**config.mk**
```make
export PLATFORM = sky130hd
export DESIGN_NAME = apb_cmd_master
export DESIGN_NICKNAME = d
export VERILOG_FILES = /design/src/rtl/apb_cmd_master.sv
export SDC_FILE = /design/constraint.sdc
export NUM_CORES = 1
export LEC_CHECK = 0
export CAP_MARGIN = 20
export CORE_AREA = 2 2 124 78
export DETAILED_ROUTE_END_ITERATION = 10
export DIE_AREA = 0 0 126 80
export MAX_ROUTING_LAYER = met4
export PLACE_DENSITY = 0.82
export SYNTH_ARGS = -nofsm -noshare
export SYNTH_HDL_FRONTEND = slang
export SYNTH_SLANG_ARGS = --single-unit
export TNS_END_PERCENT = 50
```
**constraint.sdc**
```tcl
create_clock -name PCLK -period 6.9 [get_ports PCLK]
set_input_delay 1.035 -clock PCLK [delete_from_list [all_inputs] [get_ports PCLK]]
set_output_delay 1.035 -clock PCLK [all_outputs]
set_load 0.01 [all_outputs]
```
**src/rtl/apb_cmd_master.sv**
```systemverilog
// rtl/apb_cmd_master.sv - command/response to APB master bridge with timeout
//
// Accepts one command at a time and runs it as a single APB transfer. The
// result comes back as one held response.
//
// Ports:
//   PCLK, PRESET                      clock, asynchronous active-high reset
//   cmd_valid/cmd_ready               command handshake; ready only in IDLE
//   cmd_write, cmd_addr, cmd_wdata    command direction, byte address, write data
//   rsp_valid/rsp_ready               response handshake; held until taken
//   rsp_rdata, rsp_err                read data (0 on write/error), error flag
//   PSEL, PENABLE, PWRITE, PADDR,     APB request (registered)
//   PWDATA
//   PRDATA, PREADY, PSLVERR           APB completer response
module apb_cmd_master #(
  parameter int ADDR_WIDTH = 13,
  parameter int DATA_WIDTH = 32,
  parameter int TIMEOUT    = 16
) (
  input  logic                  PCLK,
  input  logic                  PRESET,
  input  logic                  cmd_valid,
  output logic                  cmd_ready,
  input  logic                  cmd_write,
  input  logic [ADDR_WIDTH-1:0] cmd_addr,
  input  logic [DATA_WIDTH-1:0] cmd_wdata,
  output logic                  rsp_valid,
  input  logic                  rsp_ready,
  output logic [DATA_WIDTH-1:0] rsp_rdata,
  output logic                  rsp_err,
  output logic                  PSEL,
  output logic                  PENABLE,
  output logic                  PWRITE,
  output logic [ADDR_WIDTH-1:0] PADDR,
  output logic [DATA_WIDTH-1:0] PWDATA,
  input  logic [DATA_WIDTH-1:0] PRDATA,
  input  logic                  PREADY,
  input  logic                  PSLVERR
);

  // Byte-lane bits that must be zero for an aligned access; none for 8-bit data.
  localparam int LSB = (DATA_WIDTH > 8) ? $clog2(DATA_WIDTH / 8) : 0;
  localparam logic [ADDR_WIDTH-1:0] ALIGN_MASK = ADDR_WIDTH'((1 << LSB) - 1);
  // Last wait count before giving up; reached after TIMEOUT stalled ACCESS cycles.
  localparam logic [7:0] WAIT_LAST = 8'(TIMEOUT - 1);

  typedef enum logic [1:0] {
    IDLE   = 2'd0,
    SETUP  = 2'd1,
    ACCESS = 2'd2,
    RESP   = 2'd3
  } state_t;

  state_t     state;
  logic [7:0] wait_cnt;
  logic       aligned;

  assign cmd_ready = (state == IDLE);
  assign aligned   = ((cmd_addr & ALIGN_MASK) == '0);

  always_ff @(posedge PCLK or posedge PRESET) begin
    if (PRESET) begin
      state     <= IDLE;
      PSEL      <= 1'b0;
      PENABLE   <= 1'b0;
      PWRITE    <= 1'b0;
      PADDR     <= '0;
      PWDATA    <= '0;
      rsp_valid <= 1'b0;
      rsp_err   <= 1'b0;
      rsp_rdata <= '0;
      wait_cnt  <= '0;
    end else begin
      case (state)
        IDLE: begin
          if (cmd_valid) begin
            if (aligned) begin
              PADDR  <= cmd_addr;
              PWRITE <= cmd_write;
              PWDATA <= cmd_wdata;
              PSEL   <= 1'b1;
              state  <= SETUP;
            end else begin
              // Misaligned: answer with an error without touching the bus.
              rsp_err   <= 1'b1;
              rsp_rdata <= '0;
              rsp_valid <= 1'b1;
              state     <= RESP;
            end
          end
        end
        SETUP: begin
          PENABLE  <= 1'b1;
          wait_cnt <= '0;
          state    <= ACCESS;
        end
        ACCESS: begin
          // PREADY wins over the timeout when both land in the same cycle.
          if (PREADY) begin
            PSEL      <= 1'b0;
            PENABLE   <= 1'b0;
            rsp_rdata <= (!PWRITE && !PSLVERR) ? PRDATA : '0;
            rsp_err   <= PSLVERR;
            rsp_valid <= 1'b1;
            state     <= RESP;
          end else if (wait_cnt == WAIT_LAST) begin
            PSEL      <= 1'b0;
            PENABLE   <= 1'b0;
            rsp_rdata <= '0;
            rsp_err   <= 1'b1;
            rsp_valid <= 1'b1;
            state     <= RESP;
          end else begin
            wait_cnt <= wait_cnt + 8'd1;
          end
        end
        RESP: begin
          if (rsp_ready) begin
            rsp_valid <= 1'b0;
            state     <= IDLE;
          end
        end
        default: state <= IDLE;
      endcase
    end
  end

endmodule

```
# Yosys cells after proc, flatten, opt, wreduce, memory -nomap -nowiden
# Cells that the tools add are included.
[word_totals] regBits=92 rom_bits=0 wordCells=66 in_bits=84 ram_bits=0 out_inout_bits=83 memories=0 latch_bits=0
[op_classes] n_reduce_logical=15 n_eq_ne=11 n_shift=0 n_mul=0 addsub=1 div_mod_pow=0 n_bitwise=0 magnitude_cmp=0 n_mux=29
[op_table] operator="$mux 32" n=5
[op_table] operator="$pmux 32 s2" n=1
[op_table] operator="$mux 8" n=2
[op_table] operator="$pmux 8 s2" n=1
[op_table] operator="$logic_not 13->1" n=1
[op_table] operator="$mux 1" n=10
[op_table] operator="$mux 2" n=5
[op_table] operator="$ne 2x2->1 const B" n=5
[op_table] operator="$reduce_and 3->1" n=3
[op_table] operator="$add 8x1->8 const B" n=1
[op_table] operator="$eq 8x4->1 const B" n=1
[op_table] operator="$pmux 2 s4" n=1
[op_table] operator="$reduce_and 4->1" n=2
[op_table] operator="$pmux 1 s2" n=3
[op_table] operator="$reduce_and 5->1" n=1
[op_table] operator="$eq 2x2->1 const B" n=2
[op_table] operator="$reduce_bool 2->1" n=2
[op_table] operator="$ne 3x3->1 const B" n=1
[op_table] operator="$pmux 1 s3" n=1
[op_table] operator="$reduce_bool 3->1" n=1
[op_table] operator="$eq 2x1->1 const B" n=1
[op_table] operator="$logic_not 1->1" n=2
[op_table] operator="$logic_not 2->1" n=1
[op_table] operator="$ne 2x1->1 const B" n=1
[op_table] operator="other kinds (2)" n=2

# Depth between registers and ports, before layout
[logic_depth] word_depth=5 mapped_depth=8

# Least setup slack after synthesis
# Ideal clock, no wire load.
[synth_timing] path_kind="input-to-reg" startpoint="in cmd_addr[1]" endpoint="reg PWDATA[10]" path_buffers=2 required_ns=6.775 setup_time_ns=0.125 cell_stages=5 slack_ns=4.568 arrival_ns=2.207 path_cell_list="nor2_1 > and3_1 > clkbuf_1 > buf_2 > mux2_2"
[synth_between] elab_chain_len=2
[synth_lines] item="start: declaration" line="25" text="input logic [ADDR_WIDTH-1:0] cmd_addr,"
[synth_lines] item="$logic_not 13->1" line="59" text="assign aligned = ((cmd_addr & ALIGN_MASK) == '0);"
[synth_lines] item="$reduce_and 3->1 (no line)"
[synth_lines] item="end signal: assignment" line="80" text="PWDATA <= cmd_wdata;"
[synth_lines] item="end: declaration" line="35" text="output logic [DATA_WIDTH-1:0] PWDATA,"
# No other way between the ends.
# A chain may end at the register's enable or synchronous reset.

# Final worst setup path
[layout_timing] startpoint="in cmd_addr[1]" endpoint="reg rsp_err"
[layout_between] elab_chain_len=3
[layout_lines] item="$logic_not 13->1" line="59"
[layout_lines] item="$ne 2x2->1 (no line)"
[layout_lines] item="$reduce_and 4->1 (no line)"
[layout_lines] item="end signal: assignment" line="70" text="rsp_err <= 1'b0;"
[layout_lines] item="end signal: assignment" line="85" text="rsp_err <= 1'b1;"
[layout_lines] item="end signal: assignment" line="103" text="rsp_err <= PSLVERR;"
[layout_lines] item="end: declaration" line="30" text="output logic rsp_err,"
# No other way between the ends.

==> metrics.txt <==
outcome finished clean; Slew Viols, Final 0; fin nets ~580; WL per Instance 16.07 µm; Routed Antenna Nets 0; # IOs 167; commonest non-fill, non-tap cell in the layout clkdlybuf4s50_1; FP Rows 27; post-route DRC violation count 0; Post-Synth Simple-Gate Area around 8.1%; DR vias 3011; main combinational cell family by area after synthesis multiplexers; placed wire-length estimate a little over 7 mm; total routed wirelength around 9.8 mm; Pwr Density ~400 nW/µm²; CP Data Arrival Time 3.24 ns; DRT Pass-1 Iters 4; class of the most critical setup path primary input to flip-flop; flop and latch count out of synthesis slightly above 90; Post-CTS Setup Repair Bufs 0; TritonCTS Buffers 9; global-route wire length before repair roughly 16 mm; Post-Syn Area per Cell about 12 µm²; Die Wd 126 µm; VDD IR-drop max 275.5 µV; Synthesized Nets ~410; root buffer cell clkbuf_16; library cells used by synthesis 40; Die Y about 80 µm; min cycle time layout 3.026 ns; post-CTS resize count 0; hold bufs inserted after CTS 0; max-cap viol count 0; FMAX ~330 MHz; die footprint ~10000 µm²; Final WS setup roughly 3.9 ns; final setup fails 0; Congestion Overflow GR 0; CP startpoint kind primary input; Compound-Gate Fraction of Synth Area 4.941%; Post-Synth XOR/XNOR Area 0.4378%; post-place setup slack 3.560 ns; initial antenna violation count 0; Core ar. 8919 µm²; area grow syn2layout 51.00%; fin util about two thirds; synthesized-area fraction occupied by adder cells under 10%; worst-margin pin slew ~1 ns; Worst Path Required 7.12 ns; Syn Inst Count ~320; vias in the first global route around 3200; vias per cell about 5.0; RSZ-0062 raised after global routing false; commonest cells after routing, fill and taps aside clkdlybuf4s50_1, dfrtp_1, mux2_2, nand2_1, inv_1; Worst slew margin 35.19%; Sink Count 92; largest net degree at the start of global routing ~80; crit share post-route around 44%; clk slew on worst S/H paths about 0.060 ns; total power between 2 and 2.5 mW; post-synthesis mux area share between 20% and 30%; Worst-Skew Late Latency approximately 0.33 ns; Leak approximately 2.6 nW; class of the worst hold path flip-flop to flip-flop; Initial Utilization 44.87%; starting DRC count in detailed routing ~120; routability cong. around 0.81; layout cells sized above 1 between 10% and 20%; Clock Path Buffers 2; crit end category flip-flop; antenna cells 0; I/O Buffers approximately 170; Hold Fails Final Rpt 0; total track usage between 20% and 30%; clock skew ~0.004 ns; sequential area share after synthesis between 50 and 60%; Ys Warns 0; CTS tree built; # H-tree levels 3; setup TNS 0 ns; mapped cell area roughly 4000 µm²; Worst Path Max Fanout 33
==> state kept, by name, summed over array words and instances (netlist names) <==
name	count
state	2
PENABLE	1
rsp_rdata	32
rsp_err	1
wait_cnt	8
rsp_valid	1
PWRITE	1
PSEL	1
PWDATA	32
PADDR	13
==> stage by stage <==
stage               cells  hold WS, ns  instance area [µm²]
global placement      590       0.4756                 5705
CTS                   607       0.4922                 6022
floorplan             322       0.4923                 4001
finish                608       0.4870                 6042
detailed placement    591       0.4780                 5717
global route          608       0.5187                 6042
==> worst max-delay path, stage by stage <==
cell and delay (ns):
clkdlybuf4s50_1 0.43, nor3b_1 0.50, a2111o_2 0.84, mux2_2 0.42
==> layout make-up <==
class	instances	area [µm²]
sequential	92	2302
inverter	38	143.9
timing repair buffer	169	1700
multi-input combinational	177	1445
fill	657	2877
clock inverter	3	45.04
tap	116	145.1
clock buffer	13	260.3
==> final timing paths <==
path                             end  depth (start not counted)  slack (ns)         from
max                          rsp_err                          4        3.87  cmd_addr[1]
min                          PENABLE                          1        0.49      PENABLE
max reg2reg                  rsp_err                          5        4.18     state[0]
min reg2reg                  PENABLE                          1        0.49      PENABLE
max in group asynchronous  PWDATA[5]                          3        4.70       PRESET
min in group asynchronous   PADDR[2]                          2        0.94       PRESET
==> layer usage <==
metal | part of all wire, % | GRT usage, % | up-vias
li1 | - | - | 1408
met1 | 45 | 26.14 | 1445
met2 | 44 | 30.16 | 142
met3 | 9.5 | 7.507 | 16
met4 | 1.5 | 6.484 | 0
met5 | 0 | - | -
==> power by group <==
group / switching [mW] / internal [mW] / total, mW / leakage (nW)
combinational: 0.437 / 0.590 / 1.03 / 1.31
clock: 0.196 / 0.301 / 0.497 / 0.142
sequential: 0.109 / 0.730 / 0.839 / 1.18
==> logic make-up (layout without fill, tap and decap cells) <==
family	Yosys count	count (layout)
xor+xnor	2	2
simple gates	67	67
mux	78	78
buf+inv	53	223
flops	92	92
fa+ha+maj	5	5
compound gates	25	25
==> synthesized netlist by cell type, drive strengths merged <==
cell type / instances / area share (%)
nor2: 9 / 0.84
o22ai: 1 / 0.16
o21ai: 4 / 0.50
nor3b: 1 / 0.19
nand3: 2 / 0.25
a31o: 1 / 0.22
and3: 1 / 0.16
o32a: 1 / 0.25
nand2b: 2 / 0.31
a41o: 1 / 0.25
and4b: 1 / 0.34
or4b: 2 / 0.50
mux2: 45 / 13
a211oi: 3 / 0.56
a21boi: 2 / 0.38
dfrtp: 92 / 58
nor3: 1 / 0.41
inv: 38 / 3.6
o211ai: 1 / 0.19
a31oi: 2 / 0.31
o311ai: 1 / 0.22
a2111o: 2 / 0.56
a21oi: 2 / 0.53
nand2: 39 / 3.7
a21o: 2 / 0.41
and2b: 1 / 0.19
o21bai: 1 / 0.19
clkbuf: 8 / 0.75
nand3b: 1 / 0.19
nand4: 3 / 0.47
ha: 5 / 1.6
nor2b: 4 / 0.63
buf: 7 / 2.2
xnor2: 2 / 0.44
o2bb2ai: 1 / 0.22
mux2i: 33 / 8.3
No activity file was read; power rests on OpenSTA's default activity.
